File: src/rtl/chunked_rca_seq_if.sv
// rtl/chunked_rca_seq_if.sv - operand/result handshake bundle for chunked_rca_seq
interface chunked_rca_seq_if #(
    parameter int WIDTH = 16
) ();
    logic             En;
    logic             start;
    logic [1:0]       mode;
    logic [WIDTH-1:0] A;
    logic [WIDTH-1:0] B;
    logic             Cin;
    logic             busy;
    logic             done;
    logic [WIDTH-1:0] Sum;
    logic             Cout;
    logic             Ovf;

    modport master (
        output En, start, mode, A, B, Cin,
        input  busy, done, Sum, Cout, Ovf
    );

    modport slave (
        input  En, start, mode, A, B, Cin,
        output busy, done, Sum, Cout, Ovf
    );
endinterface

File: src/rtl/chunked_rca_seq.sv
// rtl/chunked_rca_seq.sv - multi-cycle chunked ripple-carry add/sub/accumulate unit
// Optional accumulate mode is enabled by defining RCA_ACCUM_EN.
module chunked_rca_seq #(
    parameter int WIDTH = 16,
    parameter int CHUNK = 4
) (
    input  logic             Clk,
    input  logic             Rs,
    chunked_rca_seq_if.slave bus
);
    localparam int STEPS = WIDTH / CHUNK;
    localparam int CNT_W = (STEPS > 1) ? $clog2(STEPS) : 1;

    typedef enum logic {IDLE, RUN} state_t;

    state_t           state_q;
    logic [CNT_W-1:0] cnt_q;
    logic             carry_q;
    logic [WIDTH-1:0] opa_q, opb_q, part_q, sum_q;
    logic             cout_q, ovf_q, done_q, busy_q;

    logic             is_sub;
    logic [WIDTH-1:0] opa_d, opb_d, part_d;
    logic             carry_d;
    logic [CHUNK-1:0] chunk_a, chunk_b, chunk_s;
    logic             rc, c_top;
    logic             last_step;

`ifdef RCA_ACCUM_EN
    logic is_acc;
    assign is_sub = (bus.mode == 2'b01);
    assign is_acc = (bus.mode == 2'b10);
    assign opa_d  = is_acc ? sum_q : bus.A;
`else
    assign is_sub = bus.mode[0];
    assign opa_d  = bus.A;
`endif

    assign opb_d   = is_sub ? ~bus.B : bus.B;
    assign carry_d = is_sub ? 1'b1 : bus.Cin;

    // Operands shift right one chunk per step, so the active chunk is always the low one.
    assign chunk_a = opa_q[CHUNK-1:0];
    assign chunk_b = opb_q[CHUNK-1:0];

    always_comb begin
        rc      = carry_q;
        c_top   = carry_q;
        chunk_s = '0;
        for (int j = 0; j < CHUNK; j++) begin
            if (j == CHUNK - 1) c_top = rc;
            chunk_s[j] = chunk_a[j] ^ chunk_b[j] ^ rc;
            rc         = (chunk_a[j] & chunk_b[j]) | (rc & (chunk_a[j] ^ chunk_b[j]));
        end
    end

    // Result chunks enter at the top; after STEPS shifts chunk 0 sits at the LSB.
    if (CHUNK == WIDTH) begin : g_single
        assign part_d = chunk_s;
    end else begin : g_shift
        assign part_d = {chunk_s, part_q[WIDTH-1:CHUNK]};
    end

    assign last_step = (cnt_q == CNT_W'(STEPS - 1));

    always_ff @(posedge Clk or negedge Rs) begin
        if (!Rs) begin
            state_q <= IDLE;
            cnt_q   <= '0;
            carry_q <= 1'b0;
            opa_q   <= '0;
            opb_q   <= '0;
            part_q  <= '0;
            sum_q   <= '0;
            cout_q  <= 1'b0;
            ovf_q   <= 1'b0;
            done_q  <= 1'b0;
            busy_q  <= 1'b0;
        end else begin
            done_q <= 1'b0;
            case (state_q)
                IDLE: begin
                    if (bus.start) begin
                        opa_q   <= opa_d;
                        opb_q   <= opb_d;
                        carry_q <= carry_d;
                        cnt_q   <= '0;
                        busy_q  <= 1'b1;
                        state_q <= RUN;
                    end
                end
                RUN: begin
                    if (bus.En) begin
                        opa_q   <= opa_q >> CHUNK;
                        opb_q   <= opb_q >> CHUNK;
                        part_q  <= part_d;
                        carry_q <= rc;
                        if (last_step) begin
                            sum_q   <= part_d;
                            cout_q  <= rc;
                            ovf_q   <= c_top ^ rc;
                            done_q  <= 1'b1;
                            busy_q  <= 1'b0;
                            cnt_q   <= '0;
                            state_q <= IDLE;
                        end else begin
                            cnt_q <= cnt_q + 1'b1;
                        end
                    end
                end
                default: state_q <= IDLE;
            endcase
        end
    end

    assign bus.busy = busy_q;
    assign bus.done = done_q;
    assign bus.Sum  = sum_q;
    assign bus.Cout = cout_q;
    assign bus.Ovf  = ovf_q;
endmodule

File: src/flat_wrapper.sv
// flat-port wrapper written by rule: the top's interface ports become plain ports
module chunked_rca_seq_flat 
#(
    parameter int WIDTH = 16,
    parameter int CHUNK = 4
)
  (Clk, Rs, bus_En, bus_start, bus_mode, bus_A, bus_B, bus_Cin, bus_busy, bus_done, bus_Sum, bus_Cout, bus_Ovf);
  chunked_rca_seq_if #(.WIDTH(WIDTH)) bus_i ();
  input  logic Clk;
  input  logic Rs;
  input wire logic [$bits(bus_i.En)-1:0] bus_En;
  input wire logic [$bits(bus_i.start)-1:0] bus_start;
  input wire logic [$bits(bus_i.mode)-1:0] bus_mode;
  input wire logic [$bits(bus_i.A)-1:0] bus_A;
  input wire logic [$bits(bus_i.B)-1:0] bus_B;
  input wire logic [$bits(bus_i.Cin)-1:0] bus_Cin;
  output wire logic [$bits(bus_i.busy)-1:0] bus_busy;
  output wire logic [$bits(bus_i.done)-1:0] bus_done;
  output wire logic [$bits(bus_i.Sum)-1:0] bus_Sum;
  output wire logic [$bits(bus_i.Cout)-1:0] bus_Cout;
  output wire logic [$bits(bus_i.Ovf)-1:0] bus_Ovf;
  assign bus_i.En = bus_En;
  assign bus_i.start = bus_start;
  assign bus_i.mode = bus_mode;
  assign bus_i.A = bus_A;
  assign bus_i.B = bus_B;
  assign bus_i.Cin = bus_Cin;
  assign bus_busy = bus_i.busy;
  assign bus_done = bus_i.done;
  assign bus_Sum = bus_i.Sum;
  assign bus_Cout = bus_i.Cout;
  assign bus_Ovf = bus_i.Ovf;
  chunked_rca_seq #(.WIDTH(WIDTH), .CHUNK(CHUNK)) u_core (.Clk(Clk), .Rs(Rs), .bus(bus_i));
endmodule
File: config.mk
export PLATFORM = sky130hd
export DESIGN_NAME = chunked_rca_seq_flat
export DESIGN_NICKNAME = d
export VERILOG_FILES = /design/src/rtl/chunked_rca_seq_if.sv /design/src/rtl/chunked_rca_seq.sv /design/src/flat_wrapper.sv
export SDC_FILE = /design/constraint.sdc
export NUM_CORES = 1
export LEC_CHECK = 0
export ABC_AREA = 1
export CAP_MARGIN = 5
export CORE_MARGIN = 3
export CORE_UTILIZATION = 35
export DETAILED_ROUTE_END_ITERATION = 16
export PLACE_DENSITY = 0.62
export SKIP_LAST_GASP = 1
export SLEW_MARGIN = 15
export SYNTH_ARGS = -nofsm -noshare
export SYNTH_HDL_FRONTEND = slang
export SYNTH_SLANG_ARGS = --single-unit
export TNS_END_PERCENT = 50
File: constraint.sdc
create_clock -name Clk -period 2.92 [get_ports Clk]
set_input_delay 0.584 -clock Clk [delete_from_list [all_inputs] [get_ports Clk]]
set_output_delay 0.584 -clock Clk [all_outputs]
set_load 0.02 [all_outputs]
Word-level counts from Yosys, hierarchy flattened
Cells that the tools add are included.
W data, S select, Z words.
Storage, ports and cells
  flip-flop bits (word level): 72
  bits in latches: 0
  bits in writable memories: 0
  ROM bits: 0
  output and inout port bits: 20
  word-level logic and storage cells: 69
  memories kept: 0
Cells by class
  add/subtract/negate cells: 1
  multiply operators: 0
  div/mod/pow operators: 0
  order comparisons: 0
  equal/unequal tests: 4
  shifts and indexed selects: 0
  mux-type cells: 26
  bitwise logic cells: 23
  reduce and logical (&&, ||, !) cells: 4
Operators by type and width (count)
  $mux W16: 5
  $pmux W16 S2: 2
  $not A16 Y16: 1
  $mux W1: 12
  $xor A1 B1 Y1: 9
  $and A1 B1 Y1: 8
  $mux W2: 3
  $ne A2 B2 Y1 const B: 3
  $pmux W1 S2: 3
  $reduce_and A3 Y1: 2
  $or A1 B1 Y1: 4
  $pmux W2 S2: 1
  $reduce_and A2 Y1: 2
  $add A2 B1 Y2 const B: 1
  $eq A2 B2 Y1 const B: 1
  $not A1 Y1: 1

Longest topological paths before layout
Gate-level depths: netlist (run 1).
  depth after elaboration: 11
  depth in mapped cells: 10
  mapped depth without buffers: 10

Worst setup path after synthesis (run 1)
OpenSTA, ideal clock, no wires.
  path type: register to register
  from: register u_core.opb_q[0]
  to: register u_core.part_q[15]
  library setup time: 0.083 ns
  arrival: 2.156 ns
  path slack: 0.682 ns
  stages on the path, launching flop included: 9
  buffers on the path: 0
  clock period less this slack: 2.238 ns
  path through: dfrtp_1 -> inv_1 -> fa_1 -> inv_1 -> fa_1 -> fa_1 -> inv_1 -> fa_1 -> o21ai_0
Between the ends
  cells in the longest elaborated chain, start to end: 8
Ends and longest elaborated chain
  from (decl): RTL line chunked_rca_seq.sv:19  | logic [WIDTH-1:0] opa_q, opb_q, part_q, sum_q;
  from (signal assigned): RTL line chunked_rca_seq.sv:85  | opb_q <= opb_d;
  from (signal assigned): RTL line chunked_rca_seq.sv:95  | opb_q <= opb_q >> CHUNK;
  $xor A1 B1 Y1: RTL line chunked_rca_seq.sv:53  | rc = (chunk_a[j] & chunk_b[j]) | (rc & (chunk_a[j] ^ chunk_b[j]));
  $and A1 B1 Y1: RTL line chunked_rca_seq.sv:53
  $or A1 B1 Y1 (*): RTL line chunked_rca_seq.sv:53
  $and A1 B1 Y1 (*): RTL line chunked_rca_seq.sv:53
  $or A1 B1 Y1 (*): RTL line chunked_rca_seq.sv:53
  $and A1 B1 Y1 (*): RTL line chunked_rca_seq.sv:53
  $or A1 B1 Y1 (*): RTL line chunked_rca_seq.sv:53
  $xor A1 B1 Y1 (*): RTL line chunked_rca_seq.sv:52  | chunk_s[j] = chunk_a[j] ^ chunk_b[j] ^ rc;
  to (signal assigned): RTL line chunked_rca_seq.sv:96  | part_q <= part_d;
  to (decl): RTL line chunked_rca_seq.sv:19
Mark *: on every way between the ends. The rest lies on a longest branch, timed or not.
A chain may end at the register's enable or synchronous reset.

Final worst setup path (run 1)
Same ends and word-level chain as after synthesis.

==> impl_metrics.env, run 1 <==
export IMPL_first_iter_violations=124
export IMPL_syn_num_nets=455
export IMPL_first_pass_iters=4
export IMPL_crit_path_cell_trace="inv_1 > fa_1 > inv_1 > fa_1 > fa_1 > inv_1 > fa_1 > o21ai_0"
export IMPL_required_ns=3.17
export IMPL_cp_common_cell="fa_1"
export IMPL_syn_area_sq_mm=0.003254
export IMPL_pin_count=59
export IMPL_worstPathMaxFanout=2
export IMPL_max_cap_viol_count=0
export IMPL_post_drt_via_cell_ratio=4.493
export IMPL_fmax_mhz=422.8
export IMPL_clkTransAtPathRegs_ns=0.07
export IMPL_dieArea_sq_mm=0.01049
export IMPL_final_setup_tns_ns=0
export IMPL_hp_class="primary input to asynchronous set/reset pin"
export IMPL_ir_drop_mv=0.2963
export IMPL_synth_most_common_cell="nand2_1"
export IMPL_avgSynthCellArea_sq_um=7.918
export IMPL_grt_pass1_vias=2427
export IMPL_fin_crit_ns=2.365
export IMPL_end_kind="flip-flop"
export IMPL_hold_viol_final=0
export IMPL_worst_pin_slew_ns=0.6662
export IMPL_ant_nets=0
export IMPL_yosysWarningCount=0
export IMPL_portBuffers=57
export IMPL_cts_tree="built"
export IMPL_r2r_start="u_core.opb_q[0]$_DFFE_PN0P_"
export IMPL_grt_use_total_pct=13.56
export IMPL_antenna_found_initial=0
export IMPL_cts_buffers=9
export IMPL_htree_num_levels=3
export IMPL_cts_repair_resized=0
export IMPL_clockRootBuffer="clkbuf_8"
export IMPL_grt_max_degree=69
export IMPL_final_max_slew_viol_count=0
export IMPL_vias=2588
export IMPL_rsz0062_at_grt="false"
export IMPL_cts_sinks=68
export IMPL_diodes=0
export IMPL_coreArea_sq_mm=0.008891
export IMPL_crit_buf_inv=3
export IMPL_fin_nets=507
export IMPL_leakage_nw=2.066
export IMPL_grt_pass1_wl_mm=11.05
export IMPL_final_cells=576
export IMPL_num_rows=34
export IMPL_crit_slowest_cell="fa_1"
export IMPL_dp_cells=560
export IMPL_drive_gt1_share_pct=5.342
export IMPL_synth_async_sr_flop_share_pct=100.0
export IMPL_synthToLayoutAreaGrowth_pct=23.99
export IMPL_synth_top_cells_by_area="dfrtp_1 (52%), nand2_1 (22%), o21ai_0 (6.3%)"
export IMPL_setup_viol=0
export IMPL_power_density_mw_per_mm2=870.9
export IMPL_yosysSeqAreaShare_pct=52.29
export IMPL_fillers=909
export IMPL_synthTopCellsByCount="nand2_1 (194), dfrtp_1 (68), inv_1 (50), o21ai_0 (41), nand3_1 (18)"
export IMPL_dieWidth_um=102.4
export IMPL_period_share_pct=80.99
export IMPL_slew_headroom_pct=55.42
export IMPL_synth_main_ff_cell="dfrtp_1"
export IMPL_clock_latency_ns=0.33
export IMPL_gp_congestion=0.7920
export IMPL_synth_edf_count=0
export IMPL_start_kind="flip-flop"
export IMPL_grt_overflow=0
export IMPL_cts_hold_buf=0
export IMPL_worst_r2r_path_depth=8
export IMPL_dp_hpwl_mm=4.545
export IMPL_skew_ns=0.006142
export IMPL_die_h_um=102.4
export IMPL_regToRegSetupSlack_ns=0.56
export IMPL_arrival_ns=2.61
export IMPL_ys_seq_elements=68
export IMPL_rr_endpoint="u_core.part_q[15]$_DFFE_PN0P_"
export IMPL_cp_slowest_stage_delay_ns=0.47
export IMPL_wl_per_cell_um=11.48
export IMPL_clockBufferDepth=2
export IMPL_synthCells=411
export IMPL_path_class="flip-flop to flip-flop"
export IMPL_start_util_pct=36.60
export IMPL_postCtsSetupBuffers=0
export IMPL_synth_top_area_share_pct=52.29
export IMPL_drcViolationCount=0
export IMPL_path_delay_family="adder cells"
export IMPL_status="completed"
export IMPL_ys_types=21
export IMPL_routed_wl_mm=6.615
export IMPL_yosys_area_top_type="dfrtp_1"
layout make-up:
cell class | count | area [sq um] | area share, %
Clock buffer | 11 | 131.4 | 3.256
Clock inverter | 5 | 52.55 | 1.302
Multi-Input combinational cell | 271 | 1212 | 30.05
Timing Repair Buffer | 60 | 600.6 | 14.88
Inverter | 53 | 201.4 | 4.992
Tap cell | 108 | 135.1 | 3.349
Sequential cell | 68 | 1702 | 42.17
through the flow:
stage          hold slack (ns)  utilization (%)  power, mW  worst slack [ns]  instance area [sq um]
2_1_floorplan           0.2884                -      2.375            0.6816                   3254
3_5_place_dp            0.4583            43.32      2.837            0.5017                   3851
5_1_grt                 0.2774            45.38      3.826            0.4210                   4035
3_3_place_gp            0.4536            43.32      2.790            0.5870                   3851
6_report                0.2656            45.38      3.514            0.5550                   4035
4_1_cts                 0.2740            45.38      3.575            0.5241                   4035
placed cells by master, fill, tap and decap left out, drive strengths merged:
| master | netlist | final |
|---|---|---|
| nand2 | 197 | 197 |
| dfrtp | 68 | 68 |
| clkdlybuf4s50 | 0 | 56 |
| inv | 53 | 53 |
| o21ai | 45 | 45 |
| nand3 | 18 | 18 |
| clkbuf | 2 | 11 |
| fa | 4 | 4 |
| buf | 17 | 4 |
| clkinv | 0 | 3 |
| nor2 | 3 | 3 |
| a21oi | 1 | 1 |
| nand4 | 1 | 1 |
| xnor2 | 1 | 1 |
| ha | 1 | 1 |
| clkinvlp | 0 | 1 |
| bufinv | 0 | 1 |
worst max-delay path by stage:
| stage | startpoint | to | cells past startpoint |
|---|---|---|---|
| finish | u_core.opb_q[0]$_DFFE_PN0P_ | u_core.part_q[15]$_DFFE_PN0P_ | 8 |
| global route | u_core.opa_q[0]$_DFFE_PN0P_ | u_core.part_q[15]$_DFFE_PN0P_ | 8 |
| CTS | u_core.opb_q[0]$_DFFE_PN0P_ | u_core.part_q[15]$_DFFE_PN0P_ | 8 |
| detailed placement | u_core.opb_q[0]$_DFFE_PN0P_ | u_core.part_q[15]$_DFFE_PN0P_ | 8 |
| global placement | u_core.opb_q[0]$_DFFE_PN0P_ | u_core.part_q[15]$_DFFE_PN0P_ | 8 |
| floorplan | u_core.opb_q[0]$_DFFE_PN0P_ | u_core.part_q[15]$_DFFE_PN0P_ | 8 |
flip-flops by register name, indices dropped and copies added (netlist names):
register	cells
u_core.state_q	1
u_core.part_q	12
u_core.bus.Sum	16
u_core.opb_q	16
u_core.cnt_q	2
u_core.bus.Ovf	1
u_core.carry_q	1
u_core.opa_q	16
u_core.bus.busy	1
u_core.bus.Cout	1
u_core.bus.done	1
logic make-up after synthesis:
group / Yosys count / synth area share [%]
AOI/OAI and AO/OA: 46 / 7.074
xor gates and xnor gates: 1 / 0.2692
adders and majority gates: 5 / 2.845
buffers and inverters: 72 / 10.46
DFF: 68 / 52.29
and+or+nand+nor: 219 / 27.07
power by group:
group | internal, mW | switching, mW | leakage [nW] | total [mW]
registers | 1.29 | 0.204 | 0.890 | 1.50
logic | 0.536 | 0.758 | 1.08 | 1.29
clock network | 0.390 | 0.334 | 0.0931 | 0.725
total | 2.22 | 1.30 | 2.07 | 3.51
metal layers:
layer / vias to the layer above / global-route usage, % / wire length, um
met4: 0 / 3.633 / 57
met1: 1180 / 16.92 / 3144
li1: 1348 / - / -
met5: - / 0 / 0
met3: 5 / 4.915 / 346
met2: 55 / 22.24 / 3067
Power figures use the tool's default switching activity.
==> inputs of run 2 (changes only) <==
Clock period 2.92 ns to 2.48 ns, I/O delays scaled along.
==> run 2 against run 1 <==
Effect of this change:
- die area unchanged
- maximum frequency rose by 2.1%
- sequential share of layout area is 0.54 points lower
- clock skew is 0.0032 ns higher
- hold slack lost 0.14 ns
- final cell count up 1.0%
- combinational power up 22%
- register-to-register slack got worse by 0.39 ns
- largest power group unchanged
- highest routed layer unchanged
==> impl_metrics.env, run 2 (synthesis gave the netlist of run 1 again) <==
export IMPL_setup_viol=0
export IMPL_ir_drop_mv=0.3957
export IMPL_final_setup_tns_ns=0
export IMPL_arrival_ns=2.57
export IMPL_ff_latch_area_sq_mm=0.001702
export IMPL_coreArea_sq_mm=0.008891
export IMPL_start_util_pct=36.60
export IMPL_required_ns=2.74
export IMPL_cts_repair_resized=0
export IMPL_vias=2625
export IMPL_max_cap_viol_count=0
export IMPL_cts_sinks=68
export IMPL_fmax_mhz=431.9
export IMPL_hold_viol_final=0
export IMPL_rsz0062_at_grt="false"
export IMPL_setup_slack_ns=0.1646
export IMPL_skew_ns=0.009356
export IMPL_dieWidth_um=102.4
export IMPL_start_kind="flip-flop"
export IMPL_clkTransAtPathRegs_ns=0.08
export IMPL_synthToLayoutAreaGrowth_pct=25.61
export IMPL_dp_hpwl_mm=4.790
export IMPL_fillers=893
export IMPL_clockRootBuffer="clkbuf_8"
export IMPL_die_h_um=102.4
export IMPL_fin_crit_ns=2.315
export IMPL_clock_latency_ns=0.34
export IMPL_power_density_mw_per_mm2=1025
export IMPL_grt_pass1_vias=2571
export IMPL_seq_power_share_pct=41.7
export IMPL_end_kind="flip-flop"
export IMPL_drive_gt1_share_pct=6.962
export IMPL_first_iter_violations=90
export IMPL_p_int_mw=2.638
export IMPL_htree_num_levels=3
export IMPL_postCtsSetupBuffers=0
export IMPL_multi_input_area_sq_mm=0.001212
export IMPL_antenna_found_initial=0
export IMPL_period_share_pct=93.36
export IMPL_crit_slowest_cell="fa_1"
export IMPL_worstPathMaxFanout=2
export IMPL_grt_max_degree=33
export IMPL_path_class="flip-flop to flip-flop"
export IMPL_mostFrequentLayoutCell="nand2_1"
export IMPL_final_cell_mix="nand2_1 (194), dfrtp_1 (68), clkdlybuf4s50_1 (56)"
export IMPL_cp_slowest_stage_delay_ns=0.47
export IMPL_cp_common_cell="fa_1"
export IMPL_fin_nets=513
export IMPL_routed_wl_mm=6.687
export IMPL_sw_frac_of_total_pct=37.06
export IMPL_grt_use_total_pct=14.09
export IMPL_portBuffers=57
export IMPL_num_rows=34
export IMPL_slew_headroom_pct=64.66
export IMPL_combPwrFrac_pct=37.4
export IMPL_clockBufferDepth=2
export IMPL_p_sw_mw=1.553
export IMPL_wl_per_cell_um=11.49
export IMPL_pin_count=59
export IMPL_drcViolationCount=0
export IMPL_gp_congestion=0.7855
export IMPL_post_place_ws_ns=0.1136
export IMPL_hp_class="primary input to asynchronous set/reset pin"
export IMPL_leakage_nw=2.105
export IMPL_grt_overflow=0
export IMPL_ant_nets=0
export IMPL_first_pass_iters=4
export IMPL_post_drt_via_cell_ratio=4.510
export IMPL_grt_pass1_wl_mm=11.72
export IMPL_regToRegSetupSlack_ns=0.16
export IMPL_status="completed"
export IMPL_cts_buffers=9
export IMPL_power_share_clock_pct=20.9
export IMPL_diodes=0
export IMPL_cts_hold_buf=0
export IMPL_dieArea_sq_mm=0.01049
export IMPL_cts_tree="built"
export IMPL_worst_pin_slew_ns=0.5302
export IMPL_final_max_slew_viol_count=0
export IMPL_crit_path_cell_trace="inv_1 > fa_1 > inv_1 > fa_1 > fa_1 > inv_1 > fa_1 > o21ai_1"
==> run 2: cell count changes in the layout (fill, tap and decap cells not counted), sizes merged <==
cell,delta
buf,+6
clkinvlp,-1
clkinv,+3
clkbuf,-2
==> run 2: metal layers <==
metal	GRT usage, %	up-vias	routed length, um
li1	-	1360	-
met1	18.55	1196	3216
met2	22.89	62	3039
met3	3.413	7	365
met4	4.541	0	65
met5	0	-	0
==> run 2: cell type report <==
type                            count  area share, %
Sequential cell                    68          41.63
Inverter                           53          4.928
Clock inverter                      7          1.653
Tap cell                          108          3.306
Clock buffer                        9          3.030
Timing Repair Buffer               66          15.79
Multi-Input combinational cell    271          29.66
==> run 2: per-stage QoR <==
step	hold WS [ns]	cell area [sq um]	total power, mW	cells	utilization, %
finish	0.1278	4088	4.191	582	45.98
global route	0.1363	4088	4.568	582	45.98
floorplan	0.2004	3254	2.796	411	-
detailed placement	0.4578	3896	3.367	566	43.82
global placement	0.4538	3896	3.321	566	43.82
CTS	0.1276	4088	4.263	582	45.98
==> run 2: worst paths after layout <==
| check | end | depth (start not counted) | from |
|---|---|---|---|
| setup / recovery | u_core.part_q[15]$_DFFE_PN0P_ | 8 | u_core.opa_q[0]$_DFFE_PN0P_ |
| hold / removal | u_core.bus.Sum[2]$_DFFE_PN0P_ | 1 | Rs |
| setup reg to reg | u_core.part_q[15]$_DFFE_PN0P_ | 8 | u_core.opa_q[0]$_DFFE_PN0P_ |
| hold reg to reg | u_core.opa_q[8]$_DFFE_PN0P_ | 2 | u_core.opa_q[8]$_DFFE_PN0P_ |
| max in group asynchronous | u_core.opa_q[4]$_DFFE_PN0P_ | 2 | Rs |
| min in group Clk | u_core.opa_q[8]$_DFFE_PN0P_ | 2 | u_core.opa_q[8]$_DFFE_PN0P_ |
==> run 2: worst max-delay path: cells and delay by family, from the launching register on <==
kind / cells / cell delay (ns)
buffers and inverters: 3 / 0.24
AO/OA/AOI/OAI: 1 / 0.15
flip-flops: 1 / 0.36
adder cells (fa/ha/maj): 4 / 1.50
==> run 2: power by group through the flow <==
stage          logic [mW]  clock network [mW]  registers, mW
2_1_floorplan       0.919                   0           1.88
5_1_grt              1.81               0.960           1.80
3_3_place_gp         1.56                   0           1.76
6_report             1.57               0.876           1.75
3_5_place_dp         1.60                   0           1.77
4_1_cts              1.60               0.909           1.75
==> inputs of run 3 (changes only) <==
Settings changed: HOLD_SLACK_MARGIN set to 0.12, REMOVE_ABC_BUFFERS set to 1.
==> run 3 against run 2 <==
Effect of this change:
- maximum frequency increased by 1.8%
- clock power decreased by 10%
- sequential power about the same
- sequential cell count unchanged
- global-route usage decreased by 0.15 points
- count of clock-buffer cells in the layout increased by 4
- final area decreased by 0.80%
- wire length decreased by 0.69%
- register-to-register slack improved by 0.04 ns
- hold slack improved by 0.018 ns
==> impl_metrics.env, run 3 (synthesis gave the netlist of run 1 again) <==
export IMPL_fin_crit_ns=2.275
export IMPL_die_h_um=102.4
export IMPL_cts_tree="built"
export IMPL_fin_util_pct=45.61
export IMPL_final_max_slew_viol_count=0
export IMPL_worstPathMaxFanout=2
export IMPL_grt_max_degree=34
export IMPL_clockRootBuffer="clkbuf_8"
export IMPL_regToRegSetupSlack_ns=0.20
export IMPL_htree_num_levels=3
export IMPL_start_kind="flip-flop"
export IMPL_coreArea_sq_mm=0.008891
export IMPL_post_drt_via_cell_ratio=4.578
export IMPL_r2r_start="u_core.opb_q[0]$_DFFE_PN0P_"
export IMPL_fmax_mhz=439.5
export IMPL_setup_viol=0
export IMPL_rr_endpoint="u_core.part_q[15]$_DFFE_PN0P_"
export IMPL_gp_congestion=0.7566
export IMPL_period_share_pct=91.75
export IMPL_pin_count=59
export IMPL_clock_latency_ns=0.34
export IMPL_fillers=890
export IMPL_postCtsSetupBuffers=0
export IMPL_routed_wl_mm=6.641
export IMPL_grt_pass1_wl_mm=11.36
export IMPL_vias=2660
export IMPL_skew_ns=0.007587
export IMPL_worst_r2r_path_depth=8
export IMPL_max_cap_viol_count=0
export IMPL_drive_gt1_share_pct=6.554
export IMPL_worst_pin_slew_ns=0.5746
export IMPL_drcViolationCount=0
export IMPL_first_pass_iters=5
export IMPL_grt_overflow=0
export IMPL_grt_pass1_vias=2571
export IMPL_path_class="flip-flop to flip-flop"
export IMPL_cts_hold_buf=0
export IMPL_power_density_mw_per_mm2=1007
export IMPL_grt_use_total_pct=13.94
export IMPL_ant_nets=0
export IMPL_final_cell_mix="nand2_1 (194), dfrtp_1 (68), clkdlybuf4s50_1 (56)"
export IMPL_status="completed"
export IMPL_required_ns=2.73
export IMPL_end_kind="flip-flop"
export IMPL_leakage_nw=2.084
export IMPL_num_rows=34
export IMPL_portBuffers=57
export IMPL_cts_sinks=68
export IMPL_synthToLayoutAreaGrowth_pct=24.61
export IMPL_cts_repair_resized=0
export IMPL_dieArea_sq_mm=0.01049
export IMPL_fin_nets=513
export IMPL_ir_drop_mv=0.2995
export IMPL_dp_hpwl_mm=4.684
export IMPL_start_util_pct=36.60
export IMPL_antenna_found_initial=0
export IMPL_final_setup_tns_ns=0
export IMPL_dieWidth_um=102.4
export IMPL_mostFrequentLayoutCell="nand2_1"
export IMPL_first_iter_violations=202
export IMPL_clockBufferDepth=2
export IMPL_wl_per_cell_um=11.43
export IMPL_arrival_ns=2.53
export IMPL_cts_buffers=9
export IMPL_hold_viol_final=0
export IMPL_clkTransAtPathRegs_ns=0.07
export IMPL_hp_class="primary input to asynchronous set/reset pin"
export IMPL_diodes=0
export IMPL_slew_headroom_pct=61.69
export IMPL_rsz0062_at_grt="false"
==> run 3: metrics by stage <==
| step | cells | hold WS, ns | instance area, sq um | power, mW | worst slack, ns |
|---|---|---|---|---|---|
| finish | 581 | 0.1456 | 4055 | 4.084 | 0.2047 |
| global route | 581 | 0.1759 | 4055 | 4.440 | 0.07288 |
| CTS | 581 | 0.1527 | 4053 | 4.145 | 0.1303 |
| detailed placement | 566 | 0.4575 | 3884 | 3.344 | 0.1585 |
| global placement | 566 | 0.4536 | 3884 | 3.290 | 0.1664 |
| floorplan | 392 | 0.2004 | 3115 | 2.690 | 0.2378 |
==> run 3: layer usage <==
layer,vias to the layer above,part of all wire (%),global-route usage [%]
met2,71,48,23.44
met4,0,1.0,4.137
met5,-,0,0
met1,1223,45,16.85
met3,7,6.2,4.915
li1,1359,-,-
==> run 3: area by class of cell <==
type                            count  area [sq um]  area share (%)
Multi-Input combinational cell    271          1215           29.96
Inverter                           53         201.4           4.968
Clock inverter                      2         10.01          0.2468
Timing Repair Buffer               66         633.1           15.61
Clock buffer                       13         158.9           3.919
Sequential cell                    68          1702           41.96
Tap cell                          108         135.1           3.332
==> run 3: worst max path at each step <==
stage | from | cells past startpoint | slack (ns) | endpoint
4_1_cts | u_core.opb_q[0]$_DFFE_PN0P_ | 8 | 0.13 | u_core.part_q[15]$_DFFE_PN0P_
5_1_grt | u_core.opb_q[0]$_DFFE_PN0P_ | 8 | 0.07 | u_core.part_q[15]$_DFFE_PN0P_
3_3_place_gp | u_core.opb_q[0]$_DFFE_PN0P_ | 8 | 0.17 | u_core.part_q[15]$_DFFE_PN0P_
6_report | u_core.opb_q[0]$_DFFE_PN0P_ | 8 | 0.20 | u_core.part_q[15]$_DFFE_PN0P_
2_1_floorplan | u_core.opb_q[0]$_DFFE_PN0P_ | 8 | 0.24 | u_core.part_q[15]$_DFFE_PN0P_
3_5_place_dp | u_core.opb_q[0]$_DFFE_PN0P_ | 8 | 0.16 | u_core.part_q[15]$_DFFE_PN0P_
==> run 3: critical path, stage by stage (launching register included) <==
cell,delay [ns]
dfrtp_1,0.38
inv_1,0.08
fa_1,0.16
inv_1,0.05
fa_1,0.45
fa_2,0.41
inv_1,0.09
fa_1,0.40
o21ai_0,0.17
==> run 3: power breakdown <==
| group | internal [mW] | switching (mW) | leakage (nW) |
|---|---|---|---|
| logic | 0.646 | 0.902 | 1.11 |
| clock network | 0.409 | 0.377 | 0.0893 |
| registers | 1.52 | 0.228 | 0.890 |
| total | 2.58 | 1.51 | 2.08 |
